==> src/rtl/ph_pkg.sv <==
// Shared types and defaults for the blood-pH monitor: FSM state encoding,
// default band limits and the per-sample flag payload.
package ph_pkg;

  typedef enum logic [1:0] {
    ST_NORMAL = 2'd0,
    ST_WARN   = 2'd1,
    ST_CRIT   = 2'd2,
    ST_RSVD   = 2'd3
  } ph_state_e;

  localparam int unsigned DEF_DATA_W   = 4;
  localparam int unsigned DEF_TIGHT_LO = 7;
  localparam int unsigned DEF_TIGHT_HI = 8;
  localparam int unsigned DEF_WIDE_LO  = 6;
  localparam int unsigned DEF_WIDE_HI  = 9;
  localparam int unsigned DEF_PERSIST  = 3;

  typedef struct packed {
    logic abn_p;
    logic abn_q;
  } ph_flags_t;

endpackage

==> src/rtl/blood_ph_monitor_if.sv <==
// Sample-in / classification-out bundle between the sensor stage, the
// monitor and the alarm aggregator.
interface blood_ph_monitor_if #(
  parameter int unsigned DATA_W = 4
);

  logic              sample_valid;
  logic [DATA_W-1:0] sample_ph;
  logic              alarm_clear;
  logic              out_valid;
  logic              abn_p;
  logic              abn_q;
  logic              alarm_warn;
  logic              alarm_crit;
  logic [1:0]        state;

  modport master (
    output sample_valid, sample_ph, alarm_clear,
    input  out_valid, abn_p, abn_q, alarm_warn, alarm_crit, state
  );

  modport slave (
    input  sample_valid, sample_ph, alarm_clear,
    output out_valid, abn_p, abn_q, alarm_warn, alarm_crit, state
  );

endinterface

==> src/rtl/ph_band_check.sv <==
// Combinational inclusive band compare: o_in_band_c = LO <= i_ph <= HI.
// Limits sitting on the range ends collapse to constants instead of tautological compares.
module ph_band_check #(
  parameter int unsigned DATA_W = 4,
  parameter int unsigned LO     = 7,
  parameter int unsigned HI     = 8
) (
  input  logic [DATA_W-1:0] i_ph,
  output logic              o_in_band_c
);

  localparam longint unsigned PH_MAX = (64'd1 << DATA_W) - 64'd1;

  logic w_lo_ok;
  logic w_hi_ok;

  generate
    if (LO == 0) begin : g_lo_open
      assign w_lo_ok = 1'b1;
    end else begin : g_lo_cmp
      assign w_lo_ok = (i_ph >= DATA_W'(LO));
    end

    if (64'(HI) >= PH_MAX) begin : g_hi_open
      assign w_hi_ok = 1'b1;
    end else begin : g_hi_cmp
      assign w_hi_ok = (i_ph <= DATA_W'(HI));
    end
  endgenerate

  assign o_in_band_c = w_lo_ok & w_hi_ok;

endmodule

==> src/rtl/blood_ph_monitor.sv <==
// Classifies each pH sample against tight (P) and wide (Q) bands and confirms
// persistent abnormality through saturating run counters and a WARN/CRITICAL FSM.
module blood_ph_monitor
  import ph_pkg::*;
#(
  parameter int unsigned DATA_W   = DEF_DATA_W,
  parameter int unsigned TIGHT_LO = DEF_TIGHT_LO,
  parameter int unsigned TIGHT_HI = DEF_TIGHT_HI,
  parameter int unsigned WIDE_LO  = DEF_WIDE_LO,
  parameter int unsigned WIDE_HI  = DEF_WIDE_HI,
  parameter int unsigned PERSIST  = DEF_PERSIST
) (
  input logic              clk,
  input logic              rst_n,
  blood_ph_monitor_if.slave bus
);

  localparam int unsigned     CNT_W   = $clog2(PERSIST + 1);
  localparam logic [CNT_W-1:0] CNT_MAX = CNT_W'(PERSIST);
  localparam longint unsigned PH_MAX  = (64'd1 << DATA_W) - 64'd1;

  generate
    if (DATA_W < 2 || PERSIST == 0 || WIDE_LO > TIGHT_LO || TIGHT_LO > TIGHT_HI ||
        TIGHT_HI > WIDE_HI || 64'(WIDE_HI) > PH_MAX) begin : g_bad_cfg
      $error("blood_ph_monitor: band limits must satisfy WIDE_LO<=TIGHT_LO<=TIGHT_HI<=WIDE_HI<=2**DATA_W-1");
    end
  endgenerate

  logic             w_in_p;
  logic             w_in_q;
  logic             w_p_out;
  logic             w_q_out;
  logic [CNT_W-1:0] w_cnt_p_nxt;
  logic [CNT_W-1:0] w_cnt_q_nxt;
  ph_state_e        w_state_nxt;

  logic [CNT_W-1:0] r_cnt_p;
  logic [CNT_W-1:0] r_cnt_q;
  ph_state_e        r_state;
  ph_flags_t        r_flags;
  logic             r_out_valid;
  logic             r_warn;
  logic             r_crit;

  ph_band_check #(.DATA_W(DATA_W), .LO(TIGHT_LO), .HI(TIGHT_HI)) u_band_p (
    .i_ph        (bus.sample_ph),
    .o_in_band_c (w_in_p)
  );

  ph_band_check #(.DATA_W(DATA_W), .LO(WIDE_LO), .HI(WIDE_HI)) u_band_q (
    .i_ph        (bus.sample_ph),
    .o_in_band_c (w_in_q)
  );

  assign w_p_out = ~w_in_p;
  assign w_q_out = ~w_in_q;

  // Saturating run lengths of consecutive out-of-band samples
  always_comb begin
    w_cnt_p_nxt = '0;
    w_cnt_q_nxt = '0;
    if (w_p_out) begin
      w_cnt_p_nxt = (r_cnt_p == CNT_MAX) ? r_cnt_p : r_cnt_p + CNT_W'(1);
    end
    if (w_q_out) begin
      w_cnt_q_nxt = (r_cnt_q == CNT_MAX) ? r_cnt_q : r_cnt_q + CNT_W'(1);
    end
  end

  // Transitions look at post-update counts; clear overrides any sample
  always_comb begin
    w_state_nxt = r_state;
    if (bus.alarm_clear) begin
      w_state_nxt = ST_NORMAL;
    end else if (bus.sample_valid) begin
      case (r_state)
        ST_NORMAL: begin
          if (w_cnt_q_nxt == CNT_MAX)      w_state_nxt = ST_CRIT;
          else if (w_cnt_p_nxt == CNT_MAX) w_state_nxt = ST_WARN;
        end
        ST_WARN: begin
          if (w_cnt_q_nxt == CNT_MAX) w_state_nxt = ST_CRIT;
          else if (!w_p_out)          w_state_nxt = ST_NORMAL;
        end
        ST_CRIT:  w_state_nxt = ST_CRIT;
        default:  w_state_nxt = ST_NORMAL;
      endcase
    end else if (r_state == ST_RSVD) begin
      w_state_nxt = ST_NORMAL;
    end
  end

  always_ff @(posedge clk or negedge rst_n) begin
    if (!rst_n) begin
      r_state     <= ST_NORMAL;
      r_cnt_p     <= '0;
      r_cnt_q     <= '0;
      r_flags     <= '0;
      r_out_valid <= 1'b0;
      r_warn      <= 1'b0;
      r_crit      <= 1'b0;
    end else begin
      r_state     <= w_state_nxt;
      r_warn      <= (w_state_nxt == ST_WARN);
      r_crit      <= (w_state_nxt == ST_CRIT);
      r_out_valid <= bus.sample_valid & ~bus.alarm_clear;
      if (bus.alarm_clear) begin
        r_cnt_p <= '0;
        r_cnt_q <= '0;
      end else if (bus.sample_valid) begin
        r_cnt_p <= w_cnt_p_nxt;
        r_cnt_q <= w_cnt_q_nxt;
        r_flags <= '{abn_p: w_p_out, abn_q: w_q_out};
      end
    end
  end

  assign bus.out_valid  = r_out_valid;
  assign bus.abn_p      = r_flags.abn_p;
  assign bus.abn_q      = r_flags.abn_q;
  assign bus.alarm_warn = r_warn;
  assign bus.alarm_crit = r_crit;
  assign bus.state      = r_state;

endmodule
==> src/flat_wrapper.sv <==
// flat-port wrapper written by rule: the top's interface ports become plain ports
module blood_ph_monitor_flat import ph_pkg::*;
#(
  parameter int unsigned DATA_W   = DEF_DATA_W,
  parameter int unsigned TIGHT_LO = DEF_TIGHT_LO,
  parameter int unsigned TIGHT_HI = DEF_TIGHT_HI,
  parameter int unsigned WIDE_LO  = DEF_WIDE_LO,
  parameter int unsigned WIDE_HI  = DEF_WIDE_HI,
  parameter int unsigned PERSIST  = DEF_PERSIST
)
  (clk, rst_n, bus_sample_valid, bus_sample_ph, bus_alarm_clear, bus_out_valid, bus_abn_p, bus_abn_q, bus_alarm_warn, bus_alarm_crit, bus_state);
  blood_ph_monitor_if #(.DATA_W(DATA_W)) bus_i ();
  input logic clk;
  input logic rst_n;
  input wire logic [$bits(bus_i.sample_valid)-1:0] bus_sample_valid;
  input wire logic [$bits(bus_i.sample_ph)-1:0] bus_sample_ph;
  input wire logic [$bits(bus_i.alarm_clear)-1:0] bus_alarm_clear;
  output wire logic [$bits(bus_i.out_valid)-1:0] bus_out_valid;
  output wire logic [$bits(bus_i.abn_p)-1:0] bus_abn_p;
  output wire logic [$bits(bus_i.abn_q)-1:0] bus_abn_q;
  output wire logic [$bits(bus_i.alarm_warn)-1:0] bus_alarm_warn;
  output wire logic [$bits(bus_i.alarm_crit)-1:0] bus_alarm_crit;
  output wire logic [$bits(bus_i.state)-1:0] bus_state;
  assign bus_i.sample_valid = bus_sample_valid;
  assign bus_i.sample_ph = bus_sample_ph;
  assign bus_i.alarm_clear = bus_alarm_clear;
  assign bus_out_valid = bus_i.out_valid;
  assign bus_abn_p = bus_i.abn_p;
  assign bus_abn_q = bus_i.abn_q;
  assign bus_alarm_warn = bus_i.alarm_warn;
  assign bus_alarm_crit = bus_i.alarm_crit;
  assign bus_state = bus_i.state;
  blood_ph_monitor #(.DATA_W(DATA_W), .TIGHT_LO(TIGHT_LO), .TIGHT_HI(TIGHT_HI), .WIDE_LO(WIDE_LO), .WIDE_HI(WIDE_HI), .PERSIST(PERSIST)) u_core (.clk(clk), .rst_n(rst_n), .bus(bus_i));
endmodule
==> config.mk <==
export PLATFORM = sky130hd
export DESIGN_NAME = blood_ph_monitor_flat
export DESIGN_NICKNAME = d
export VERILOG_FILES = /design/src/rtl/ph_pkg.sv /design/src/rtl/blood_ph_monitor_if.sv /design/src/rtl/ph_band_check.sv /design/src/rtl/blood_ph_monitor.sv /design/src/flat_wrapper.sv
export SDC_FILE = /design/constraint.sdc
export NUM_CORES = 1
export LEC_CHECK = 0
export ABC_CLOCK_PERIOD_IN_PS = 800
export BUFFER_PORTS_ARGS = -buffer_cell sky130_fd_sc_hd__buf_2
export CAP_MARGIN = 40
export CORE_UTILIZATION = 33
export CTS_CLUSTER_DIAMETER = 50
export DETAILED_ROUTE_END_ITERATION = 7
export PLACE_DENSITY_LB_ADDON = 0.3
export REMOVE_ABC_BUFFERS = 1
export SKIP_CTS_REPAIR_TIMING = 1
export SYNTH_ARGS = -nofsm -noshare
export SYNTH_HDL_FRONTEND = slang
export SYNTH_SLANG_ARGS = --single-unit
==> constraint.sdc <==
create_clock -name clk -period 0.8 [get_ports clk]
set_input_delay 0.16 -clock clk [delete_from_list [all_inputs] [get_ports clk]]
set_output_delay 0.16 -clock clk [all_outputs]
set_load 0.02 [all_outputs]
==> flow_summary_export.csv <==
group,metric,value,unit
global_route,grt_pass1_wl,1476,um
timing,slew_viol_final,0,
global_route,grt_antenna_before_repair,0,
power,p_int,0.0009351,W
logic_synthesis,ys_warn_count,0,
final_layout,mostFrequentLayoutCells,"11 x dfrtp_1, 10 x buf_4, 9 x buf_6",
power,p_comb_frac,0.212,
floorplan,design.core.area,0.001350,mm2
power,switching_share,0.2582,
drt,drc_errors,0,
global_route,grt_pass1_vias,364,
cts,htree_levels,1,
logic_synthesis,syn_inst,41,
timing,timing.fmax,951.1,MHz
logic_synthesis,synth_top_cell_area_share,0.5570,
drt,drt-vias-per-instance,4.709,
final_layout,utilization,0.5672,
cts,clkTransAtPathRegs,0.07,ns
drt,routedWlPerCell,12.27,um
power,power.net_switching,0.0003255,W
floorplan,dieHeight,40.70,um
timing,post-route-min-period,1.051,ns
timing,tightest_slew,0.2633,ns
worst_hold_path,worstHoldPathType,"in -> reg",
place,hpwl,682.1,um
timing,hold_viol,0,
floorplan,initial_core_util,0.3661,
critical_path,cp_num_buf_inv,2,
logic_synthesis,syn_avg_cell_area,12.05,um2
floorplan,fp.dieW,40.70,um
final_layout,drive_above_1_share,0.5352,
cts,cts-root-buf,"clkbuf_4",
timing,rsz0062_at_grt,"yes",
final_layout,final_common_cell,"dfrtp_1",
power,peakVddDrop,0.001158,V
final_layout,final_nets,80,
logic_synthesis,synth-seq-cells,11,
timing,fin_crit_sh,1.314,
global_route,grt_overflow,0,
critical_path,cp_common_cell,"buf_6",
power,seq_power_share,0.495,
timing,hold_ws,0.1654,ns
cts,clock_sinks,11,
final_layout,design_area,765.7,um2
cts,cts_tree,"done",
critical_path,path_cells,"buf_6, buf_6",
place,placed_area,643.1,um2
logic_synthesis,synth.distinct_cells,19,
logic_synthesis,synth_area,494.2,um2
place,place.gp.congestion,0.7299,
global_route,grt_usage,0.1419,
floorplan,die-area,0.001656,mm2
drt,totalWireLength,1055,um
floorplan,pin_count,15,
logic_synthesis,yosysSeqAreaShare,0.5570,
power,power_frac_clock,0.293,
final_layout,syn2layout_area_growth,54.94,%
critical_path,critPathMaxStageDelay,0.39,ns
place,port_buffers,14,
job,drv_cap,0,
timing,setup_viol,14,
final_layout,diodes,0,
power,p_per_area,1646,mW/mm2
outcome,outcome,"finished with violations",
cts,clockBufferDepth,2,
critical_path,cp.arrival,0.89,ns
logic_synthesis,synthTopCellsByArea,"dfrtp_1 56%, nand2b_4 5.6%, a22o_1 5.3%, o311a_4 4.3%, nand2_1 3.8%",
power,design_power_total,0.001261,W
drt,dr.pass1.iters,2,
drt,ant_nets,0,
critical_path,worst_ep_required_time,0.64,ns
global_route,grt_max_degree,12,
outcome,violations,"setup timing",
timing,setup_ws,-0.2514,ns
critical_path,crit_type,"reg -> out",
critical_path,endpoint_kind,"output port",
drt,dr_total_vias,405,
drt,drtIter0Drc,4,
critical_path,worst_setup_path_start_kind,"flop",
critical_path,worst-path-max-fanout,2,
logic_synthesis,synth_top_cell_by_area,"dfrtp_1",
critical_path,cpMaxStageDelayCell,"dfrtp_1",
floorplan,rows,13,
timing,relSlewSlack,0.8245,
critical_path,path_delay_family,"flip-flops",
cts,clock_latency,0.26,ns
cts,cts_buffers,3,
power,power.leakage,0.3937,nW
timing,finalClockSkew,0.001696,ns
## through the flow
stage	setup TNS, ns	cells	worst slack (ns)
6_report	-1.760	86	-0.2514
5_1_grt	-2.358	86	-0.2805
4_1_cts	-1.655	82	-0.2897
3_5_place_dp	-2.317	78	-0.2692
3_3_place_gp	-2.241	78	-0.2602
2_1_floorplan	-0.7795	41	-0.1221
## tightest hold or removal path: cells and delay by family
| kind | cells | cell delay (ns) |
|---|---|---|
| buffers and inverters | 2 | 0.20 |
| and+or+nand+nor | 1 | 0.04 |
## synthesized netlist by cell type
| master | instances |
|---|---|
| a21o_2 | 2 |
| a21oi_1 | 1 |
| a22o_1 | 3 |
| clkinv_2 | 1 |
| dfrtp_1 | 11 |
| inv_1 | 1 |
| nand2_1 | 5 |
| nand2b_1 | 2 |
| nand2b_4 | 2 |
| nand3_1 | 1 |
| nand3b_1 | 1 |
| nand4b_1 | 1 |
| nor2_1 | 4 |
| o2111ai_2 | 1 |
| o211ai_1 | 1 |
| o21ai_1 | 1 |
| o21ai_2 | 1 |
| o22a_1 | 1 |
| o311a_4 | 1 |
## final cells by class
class	instances	area, um2
inverter	2	11.26
sequential	11	275.3
multi-input combinational	28	217.7
timing repair buffer	26	216.5
fill	122	584.3
clock buffer	4	26.28
tap	15	18.77
## state kept, by name (all words and copies together) (netlist names)
name	flops
u_core.bus.abn_p	1
u_core.bus.abn_q	1
u_core.bus.alarm_crit	1
u_core.bus.alarm_warn	1
u_core.bus.out_valid	1
u_core.bus.state	2
u_core.r_cnt_p	2
u_core.r_cnt_q	2
## path summary, 6_finish.rpt
kind	from	end	slack, ns	cells past startpoint
worst max-delay path	u_core.bus.state[1]$_DFF_PN0_	bus_state[1]	-0.25	2
worst min register to register	u_core.bus.abn_q$_DFFE_PN0P_	u_core.bus.abn_q$_DFFE_PN0P_	0.50	1
worst min-delay path	bus_alarm_clear	u_core.bus.state[1]$_DFF_PN0_	0.17	3
worst max register to register	u_core.bus.state[1]$_DFF_PN0_	u_core.bus.state[1]$_DFF_PN0_	-0.18	5
min in group asynchronous	rst_n	u_core.bus.alarm_warn$_DFF_PN0_	0.29	2
max in group asynchronous	rst_n	u_core.r_cnt_q[0]$_DFFE_PN0P_	0.30	2
## power by group through the flow
| stage | combinational, W | clock (W) | sequential, W |
|---|---|---|---|
| global route | 0.000290 | 0.000420 | 0.000629 |
| finish | 0.000267 | 0.000369 | 0.000624 |
| CTS | 0.000212 | 0.000388 | 0.000615 |
| detailed placement | 0.000211 | 0 | 0.000625 |
| global placement | 0.000209 | 0 | 0.000625 |
| floorplan | 0.0000814 | 0 | 0.000653 |
## cell families after synthesis
logic type / share of synthesized area
AOI/OAI and AO/OA: 0.2329
buffers and inverters: 0.01770
DFF: 0.5570
and+or+nand+nor: 0.1924
## routing by layer
metal	global-route usage	share of wire
met1	0.1871	0.50
met2	0.2024	0.46
met3	0.04891	0.043
met4	0.07500	0
met5	0	0
No activity file was read; power rests on OpenSTA's default activity.
